===== src/rtl/mp3_bit_reader.sv =====
// Pulls N single bits (1..MAX_LEN) from the bit-reservoir FIFO and assembles them MSB-first.
// Optional CRC-16 over every received bit when MP3_BIT_READER_CRC_EN is defined.
module mp3_bit_reader #(
  parameter int MAX_LEN = 32,
  parameter int LEN_W   = 6
) (
  input  logic               clk,
  input  logic               srst,
  input  logic               req_valid,
  input  logic [LEN_W-1:0]   req_len,
  output logic               req_ready,
  output logic               fifo_rd_en,
  input  logic               fifo_dout,
  input  logic               fifo_dvalid,
  input  logic [15:0]        fifo_dcount,
  output logic [MAX_LEN-1:0] field_out,
  output logic               field_valid,
  output logic [31:0]        bits_consumed
`ifdef MP3_BIT_READER_CRC_EN
  ,
  input  logic               crc_clr,
  output logic [15:0]        crc_out
`endif
);

  localparam int CNT_W = $clog2(MAX_LEN + 1);

  typedef enum logic [1:0] {IDLE, FETCH, DONE} state_t;

  state_t             state_q, state_d;
  logic [CNT_W-1:0]   len_q, issued_q, received_q, req_len_clamped;
  logic [MAX_LEN-1:0] shift_q, shift_nxt;
  logic               accept, bit_in, last_bit;

  function automatic logic [CNT_W-1:0] clamp_len(input logic [LEN_W-1:0] l);
    if (int'(l) > MAX_LEN) return CNT_W'(MAX_LEN);
    return CNT_W'(l);
  endfunction

  assign req_len_clamped = clamp_len(req_len);

  always_ff @(posedge clk) begin
    if (srst) state_q <= IDLE;
    else      state_q <= state_d;
  end

  // The FIFO count is registered, so gating each strobe on dcount>0 can never over-read.
  always_comb begin
    state_d     = state_q;
    req_ready   = 1'b0;
    fifo_rd_en  = 1'b0;
    field_valid = 1'b0;
    accept      = 1'b0;
    bit_in      = 1'b0;
    last_bit    = 1'b0;
    shift_nxt   = {shift_q[MAX_LEN-2:0], fifo_dout};
    case (state_q)
      IDLE: begin
        req_ready = 1'b1;
        if (req_valid) begin
          accept  = 1'b1;
          state_d = (req_len_clamped == '0) ? DONE : FETCH;
        end
      end
      FETCH: begin
        fifo_rd_en = !srst && (issued_q < len_q) && (fifo_dcount != '0);
        bit_in     = fifo_dvalid;
        if (fifo_dvalid && (received_q + CNT_W'(1) == len_q)) begin
          last_bit = 1'b1;
          state_d  = DONE;
        end
      end
      DONE: begin
        field_valid = !srst;
        state_d     = IDLE;
      end
      default: state_d = IDLE;
    endcase
  end

  // field_out is loaded on entry to DONE so it is already valid during the field_valid pulse.
  always_ff @(posedge clk) begin
    if (srst) begin
      len_q         <= '0;
      issued_q      <= '0;
      received_q    <= '0;
      shift_q       <= '0;
      field_out     <= '0;
      bits_consumed <= '0;
    end else begin
      if (accept) begin
        len_q      <= req_len_clamped;
        issued_q   <= '0;
        received_q <= '0;
        shift_q    <= '0;
        if (req_len_clamped == '0) field_out <= '0;
      end
      if (fifo_rd_en) issued_q <= issued_q + CNT_W'(1);
      if (bit_in) begin
        shift_q       <= shift_nxt;
        received_q    <= received_q + CNT_W'(1);
        bits_consumed <= bits_consumed + 32'd1;
      end
      if (last_bit) field_out <= shift_nxt;
    end
  end

`ifdef MP3_BIT_READER_CRC_EN
  logic [15:0] crc_q;

  function automatic logic [15:0] crc_step(input logic [15:0] c, input logic b);
    if (c[15] ^ b) return {c[14:0], 1'b0} ^ 16'h8005;
    return {c[14:0], 1'b0};
  endfunction

  // A clear in the same cycle as an arriving bit folds that bit into the fresh seed.
  always_ff @(posedge clk) begin
    if (srst)        crc_q <= 16'hFFFF;
    else if (bit_in) crc_q <= crc_step(crc_clr ? 16'hFFFF : crc_q, fifo_dout);
    else if (crc_clr) crc_q <= 16'hFFFF;
  end

  assign crc_out = crc_q;
`endif

endmodule


===== config.mk =====
export PLATFORM = sky130hd
export DESIGN_NAME = mp3_bit_reader
export DESIGN_NICKNAME = d
export VERILOG_FILES = /design/src/rtl/mp3_bit_reader.sv
export SDC_FILE = /design/constraint.sdc
export NUM_CORES = 1
export LEC_CHECK = 0
export CORE_MARGIN = 2
export CORE_UTILIZATION = 45
export DETAILED_ROUTE_END_ITERATION = 7
export PLACE_DENSITY = 0.79
export SYNTH_ARGS = -nofsm -noshare
export SYNTH_HDL_FRONTEND = slang
export SYNTH_SLANG_ARGS = --single-unit

===== constraint.sdc =====
create_clock -name clk -period 5 [get_ports clk]
set_input_delay 0.75 -clock clk [delete_from_list [all_inputs] [get_ports clk]]
set_output_delay 0.75 -clock clk [all_outputs]
set_load 0.02 [all_outputs]

Yosys cells after proc, flatten, opt, wreduce, memory -nomap -nowiden

Cells that the tools add are included.

Flip-flop bits (word level): 115
Bits of input ports: 27
Word-level logic and storage cells: 53

Add/subtract/negate cells: 3
Magnitude comparators: 2
Eq/ne operators: 5
Mux-type cells: 23
Reductions and logical operators: 13

Operators with widths:

| kind                                                             | count |
|---|---|
| 32-bit two-way mux                                               | 3 |
| 31-bit two-way mux                                               | 2 |
| 32-bit by 1-bit adder with 32-bit output (second input constant) | 1 |
| 6-bit two-way mux                                                | 5 |
| 16-bit nonzero test                                              | 1 |
| 6-bit by 1-bit adder with 6-bit output (second input constant)   | 2 |
| 1-bit two-way mux                                                | 9 |
| 2-bit nonzero test                                               | 4 |
| 6-bit == test                                                    | 1 |
| 6-bit > comparator (second input constant)                       | 1 |
| 6-bit zero test                                                  | 1 |
| 6-bit < comparator                                               | 1 |
| 2-bit two-way mux                                                | 3 |
| 2-bit != test (second input constant)                            | 2 |
| 2-bit one-hot mux with 2 select lines                            | 1 |
| 2-bit AND reduction                                              | 2 |
| 1-bit logical AND                                                | 3 |
| 2-bit by 1-bit == test with 1-bit output (second input constant) | 1 |
| 2-bit == test (second input constant)                            | 1 |
| 2-bit zero test                                                  | 1 |
| 1-bit zero test                                                  | 1 |

Longest topological paths before layout

Gate-level depths: netlist (run 1).

Word-level depth: 7
Gate-level depth with buffers: 8
Mapped depth without buffers: 7

Least setup slack after synthesis (run 1)

No wires, ideal clock.

Path type: input to output
Start: input srst
End: output field_valid
Arrival: 1.645 ns
Required time: 4.250 ns
Path slack: 2.605 ns
Stages: 3
Path buffers: 2
Path through: clkbuf_1 -> clkbuf_1 -> nor3b_1

Word-level cells in the longest chain between the ends: 2

RTL lines:

| element           | line | text |
|---|---|---|
| start, declared   | 8    | `input logic srst,` |
| 1-bit zero test   | 74   | `field_valid = !srst;` |
| 1-bit two-way mux | 57   | `case (state_q)` |
| end, declared     | 17   | `output logic field_valid,` |

Every way passes these cells.

Final worst setup path (run 1)

Start: register len_q[5]
End: output fifo_rd_en

Word-level cells in the longest chain between the ends: 4

RTL lines:

| element                        | line | text |
|---|---|---|
| start, declared                | 31   | `logic [CNT_W-1:0] len_q, issued_q, received_q, req_len_clamped;` |
| start signal, assigned         | 92   | `len_q <= req_len_clamped;` |
| 6-bit < comparator             | 66   | `fifo_rd_en = !srst && (issued_q < len_q) && (fifo_dcount != '0);` |
| 1-bit logical AND (2 in a row) | 66   |  |
| 1-bit two-way mux              | 57   |  |
| end, declared                  | 12   | `output logic fifo_rd_en,` |

Every way passes these cells.

==> results by group, run 1 <==
Run status
  • Status: complete, no violations

Floorplanning
  • Die Y: about 110 µm
  • Die Width: ~110 µm
  • Starting Density: around 47%
  • Core Box Area: approximately 11000 µm²
  • Die Area: ~12000 µm²
  • Top Ports: 94
  • Row cnt: 38

Job
  • Max-cap violations: 0

Min path
  • Worst Hold Class: flip-flop to flip-flop
  • Hold_sp: field_out[8]
  • Hold path depth: 2

Power
  • Maximum vdd drop: 0.000177 V
  • Total power: roughly 2.2 mW
  • Leakage power: roughly 2.5 nW
  • Pwr dens: between 300 and 400 nW/µm²

Finish
  • Multi-input logic area: between 2000 and 3000 µm²
  • Area growth syn-to-layout: 31.0%
  • Fill cells: around 960
  • N_diodes: 0
  • Register Area: ~2300 µm²
  • Most frequent cells in the layout: 115 x dfxtp_1, 92 x clkdlybuf4s50_1, 73 x nor2_1, 58 x nand2_1, 36 x nand2b_1
  • Post-layout net count: 688
  • Commonest non-fill, non-tap cell in the layout: dfxtp_1
  • Share of cells above drive strength 1: under 10%

Timing
  • Fin Clk Skew: approximately 11 ps
  • Min cycle time layout: around 3400 ps
  • Fin. max-slew vios: 0
  • Setup TNS: 0 ps
  • Slew HR: about a third
  • Hold Violations, Final: 0
  • Final worst path period share: around two thirds
  • Setup Viol. Count Final: 0
  • Least-Margin Pin Slew: 1030 ps
  • RSZ-0062 raised after global routing: no
  • Max frequency: approximately 0.3 GHz

Synth
  • Post-synthesis instance total: around 570
  • Number of enable flip-flop cells after synthesis: 0
  • Number of synthesis warnings: 0
  • Register area share after synthesis: a little under half
  • FF+latch count, synth: roughly 120
  • Async set-reset flop share out of synthesis: 0%
  • Syn nets: approximately 600
  • Mapped Area: between 5000 and 6000 µm²
  • Primary FF master, synth: dfxtp_1
  • Post-synth cell types: a little under 50
  • Syn_area_per_cell: approximately 9 µm²

Worst setup path
  • CP max stage delay: about 670 ps
  • CP cell instances: inv_1, ha_1, a2111oi_0, o311a_1, clkdlybuf4s50_1
  • WP data arrival: ~2600 ps
  • Worst setup SP type: flip-flop
  • Crit-path max FO: 11
  • Required time worst endpoint: around 4300 ps
  • Slowest CP cell: clkdlybuf4s50_1
  • Launch point of the worst reg-to-reg path: state_q[0]
  • CP endpoint kind: primary output
  • CP Class: flip-flop to primary output
  • CP Launch Point: len_q[5]
  • Worst Reg-to-Reg Cells: 6

CTS
  • CTS root buf: clkbuf_16
  • Setup bufs post-CTS: 0
  • Max Buffers Root-to-Sink: 2
  • H-tree depth: 4
  • PostCTS Resize Cnt: 0
  • Clk Latency, worst-skew pair: ~400 ps
  • Number of CTS-inserted buffers: 17
  • CTS tree: built
  • CTS sink cnt: between 100 and 150
  • Clk pin slew, worst setup/hold paths: about 50 ps
  • CTS Hold Buffers Added: 0

Placement
  • Detail Placement HPWL: roughly 7600 µm
  • Placer Congestion: ~0.8
  • PortBufs: 93

Global route
  • Aggregate global-route resource usage: a little under a fifth
  • Largest net degree at the start of global routing: about 120
  • GRT overflow: 0
  • Antenna violations before repair: 0
  • Vias in the first global route: approximately 4300
  • First-pass GRT wire length: about 20000 µm

Drt
  • DRT Wirelength: around 12000 µm
  • Post-route ant nets: 0
  • Drt pass-1 iters: 4
  • Average wire per standard cell: between 10 and 15 µm
  • DR vias/cell: ~5.4
  • Starting DRT DRC Count: between 200 and 250
  • Via count: approximately 4400
  • DRC: 0
## metrics by stage
stage | hold WS, ps | area [µm²] | worst slack (ps) | cells | util, %
detailed placement | 453 | 6080 | 1760 | 774 | 55.6
CTS | 465 | 6680 | 1570 | 806 | 61.1
global placement | 449 | 6080 | 1860 | 774 | 55.6
finish | 459 | 6680 | 1610 | 806 | 61.1
global route | 477 | 6680 | 1460 | 806 | 61.1
floorplan | 449 | 5100 | 2610 | 567 | -
## per-layer routing
metal  wire length [µm]  global-route usage, %  share of wire [%]  vias up
met4                175                   7.08                1.5        0
met2               5990                   33.5                 51      112
met3                536                   4.12                4.6       19
li1                   -                      -                  -     2136
met1               5010                   23.0                 43     2102
met5                  0                      0                  0        -
## cells in the mapped netlist (5+ instances only)
master	n	area (µm²)
xnor2_1	24	210
nor3_1	7	35.0
or4_1	7	52.6
mux2i_1	32	320
o31ai_1	5	37.5
nand3_1	17	85.1
nor2_1	74	278
nand3b_1	11	82.6
clkbuf_1	21	78.8
nand2b_1	36	225
ha_1	8	100
a22oi_1	31	233
nand2_1	58	218
xor2_1	10	87.6
dfxtp_1	115	2300
a21oi_1	23	115
inv_1	15	56.3
o21ai_0	10	50.1
nor4_1	11	68.8
nand4_1	5	31.3
## cells by family after synthesis
group           synth area share (%)
xor+xnor                        5.84
buf+inv                         4.22
simple gates                    26.5
compound gates                  10.1
fa+ha+maj                       1.96
mux                             6.28
flops                           45.2
## sequential cells by signal, summed over array words and instances (netlist names)
name	cells
issued_q	6
bits_consumed	32
received_q	6
field_out	32
state_q	2
shift_q	31
len_q	6
## layout make-up
type | instances | share of cell area, %
Sequential cell | 115 | 34.5
Tap cell | 140 | 2.62
Clock buffer | 19 | 6.48
Timing Repair Buffer | 98 | 14.4
Inverter | 15 | 0.843
Clock inverter | 13 | 2.42
Multi-Input combinational cell | 406 | 38.7
## final timing paths
check                           slack (ps)                to
worst max-delay path                  1610        fifo_rd_en
worst min-delay path                   460      field_out[8]
worst max register to register        2660  bits_consumed[9]
worst min register to register         460      field_out[8]
## worst max-delay path: cells and delay by family, from the launching register on
kind,cells,cell delay (ps)
buf+inv,2,720
fa+ha+maj,1,300
flops,1,360
compound gates,2,870
## power by group
part | internal (mW) | switching (mW)
Combinational | 0.0463 | 0.0634
Sequential | 0.923 | 0.00789
Clock | 0.782 | 0.425
Total | 1.75 | 0.497
Power figures use the tool's default switching activity.
==> inputs of run 2 (changes only) <==
==> constraint.sdc (replaced) <==
create_clock -name clk -period 3.4 [get_ports clk]
set_input_delay 0.51 -clock clk [delete_from_list [all_inputs] [get_ports clk]]
set_output_delay 0.51 -clock clk [all_outputs]
set_load 0.02 [all_outputs]
==> run 2 against run 1 <==
Worst hold slack better by 2.1 ps; sequential cell count unchanged; die area unchanged; global-route usage about the same; cell count unchanged; sequential power up 47%; setup slack worse by 1400 ps; sequential share of layout area up 0.12 points; cell area down 0.34%; via count down 1.0%; non-clock buffer count unchanged; critical path depth unchanged; highest routed layer unchanged.
==> results by group, run 2 (synthesis gave the netlist of run 1 again) <==
Run status
  • Status: complete, no violations

Global route
  • Aggregate global-route resource usage: 19.2%
  • GRT overflow: 0
  • Largest net degree at the start of global routing: ~120
  • Vias in the first global route: about 4300
  • First-pass GRT wire length: between 15000 and 20000 µm
  • Antenna violations before repair: 0

Worst setup path
  • Worst setup SP type: flip-flop
  • CP max stage delay: a little under 700 ps
  • Required time worst endpoint: 2890 ps
  • Flop2flop setup slack: 1230 ps
  • CP endpoint kind: primary output
  • FF-to-FF End: bits_consumed[30]
  • Crit-path max FO: 11
  • Launch point of the worst reg-to-reg path: bits_consumed[0]
  • WP data arrival: 2640 ps
  • CP Class: flip-flop to primary output
  • CP cell instances: inv_1, ha_1, a2111oi_0, o311a_1, clkdlybuf4s50_1
  • Worst Reg-to-Reg Cells: 6
  • Slowest CP cell: clkdlybuf4s50_1

Power
  • Pwr dens: approximately 500 nW/µm²
  • Leakage power: roughly 2.5 nW
  • Maximum vdd drop: about 0.00034 V

Min path
  • Hold endpoint: field_out[7]
  • Hold path depth: 2
  • Hold_sp: field_out[7]
  • Worst Hold Class: flip-flop to flip-flop

Finish
  • Share of cells above drive strength 1: between 8 and 9%
  • Layout Cells excl Fill: roughly 810
  • N_diodes: 0
  • Largest regs: bits_consumed (32), field_out (32), shift_q (31)
  • Commonest non-fill, non-tap cell in the layout: dfxtp_1
  • Most frequent cells in the layout: 115 x dfxtp_1, 92 x clkdlybuf4s50_1, 73 x nor2_1, 58 x nand2_1, 36 x nand2b_1
  • Area growth syn-to-layout: 30.6%
  • Design Area, Final: about 6700 µm²
  • Post-layout net count: slightly below 700
  • Fin util: 60.9%

Drt
  • DRC: 0
  • DRT Wirelength: between 10000 and 15000 µm
  • Average wire per standard cell: between 10 and 15 µm
  • Starting DRT DRC Count: around 250
  • Drt pass-1 iters: 4
  • Via count: between 4000 and 5000
  • DR vias/cell: 5.36
  • Post-route ant nets: 0

Placement
  • Detail Placement HPWL: about 7600 µm
  • Placer Congestion: between 0.7 and 0.8
  • Post-placement cell area: 6080 µm²
  • PortBufs: 93
  • Cells after DPL: a little under 800

Timing
  • RSZ-0062 raised after global routing: no
  • Slew HR: 31.3%
  • Max frequency: ~0.32 GHz
  • Fin. max-slew vios: 0
  • Min cycle time layout: between 3000 and 4000 ps
  • Hold Violations, Final: 0
  • Setup Viol. Count Final: 0
  • Final worst path period share: 92.5%
  • Fin Clk Skew: 10.9 ps
  • Min Hold Slack: roughly 460 ps
  • Least-Margin Pin Slew: slightly above 1000 ps
  • Setup TNS: 0 ps

Floorplanning
  • Row cnt: 38
  • Top Ports: between 90 and 100
  • Die Width: ~110 µm
  • Core Box Area: approximately 11000 µm²
  • Die Y: roughly 110 µm
  • Die Area: 12200 µm²
  • Starting Density: a little under half

CTS
  • CTS Hold Buffers Added: 0
  • Max Buffers Root-to-Sink: 2
  • Setup bufs post-CTS: 0
  • Clk Latency, worst-skew pair: ~410 ps
  • CTS tree: built
  • PostCTS Resize Cnt: 0
  • Number of CTS-inserted buffers: 17
  • Clk pin slew, worst setup/hold paths: roughly 60 ps
  • CTS sink cnt: about 120
  • H-tree depth: 4
  • CTS root buf: clkbuf_16

Job
  • Max-cap violations: 0
run 2: routing by layer:
metal	global-route usage [%]	vias to the layer above	share of wire, %	wire (µm)
met5	0	-	0	0
met4	9.08	0	2.1	242
met2	32.0	103	50	5750
met1	23.0	2059	44	5040
met3	4.94	24	4.7	541
li1	-	2138	-	-
run 2: worst max-delay path by stage:
| stage | depth (start not counted) | end | startpoint | slack [ps] |
|---|---|---|---|---|
| floorplan | 6 | bits_consumed[30] | bits_consumed[0] | 1380 |
| global placement | 5 | fifo_rd_en | len_q[5] | 710 |
| detailed placement | 5 | fifo_rd_en | fifo_dcount[1] | 680 |
| CTS | 5 | fifo_rd_en | len_q[5] | 250 |
| global route | 5 | fifo_rd_en | len_q[5] | 50 |
| finish | 5 | fifo_rd_en | len_q[5] | 250 |
run 2: per-stage QoR:
stage / power [mW] / worst slack [ps]
6_report: 3.24 / 253
5_1_grt: 3.35 / 49.7
4_1_cts: 3.27 / 249
3_5_place_dp: 1.56 / 676
3_3_place_gp: 1.55 / 715
2_1_floorplan: 1.50 / 1380
run 2: layout make-up:
type	instances	area [µm²]
multi-input cells	406	2590
repair buffers	98	963
inverters	15	56.3
well taps	140	175
clock buffers	17	425
flip-flops and latches	115	2300
fillers	941	4280
clock inverters	15	146
run 2: power breakdown:
part	leakage [nW]	switching (mW)	total [mW]	internal (mW)
combinational	1.27	0.0932	0.161	0.0680
sequential	0.927	0.0110	1.37	1.36
clock	0.275	0.689	1.71	1.02
total	2.47	0.793	3.24	2.45
run 2: critical path: cells and delay by family (launching register included):
family / cells / cell delay, ps
AOI/OAI and AO/OA: 2 / 820
buffers and inverters: 2 / 730
DFF: 1 / 360
adders and majority gates: 1 / 300
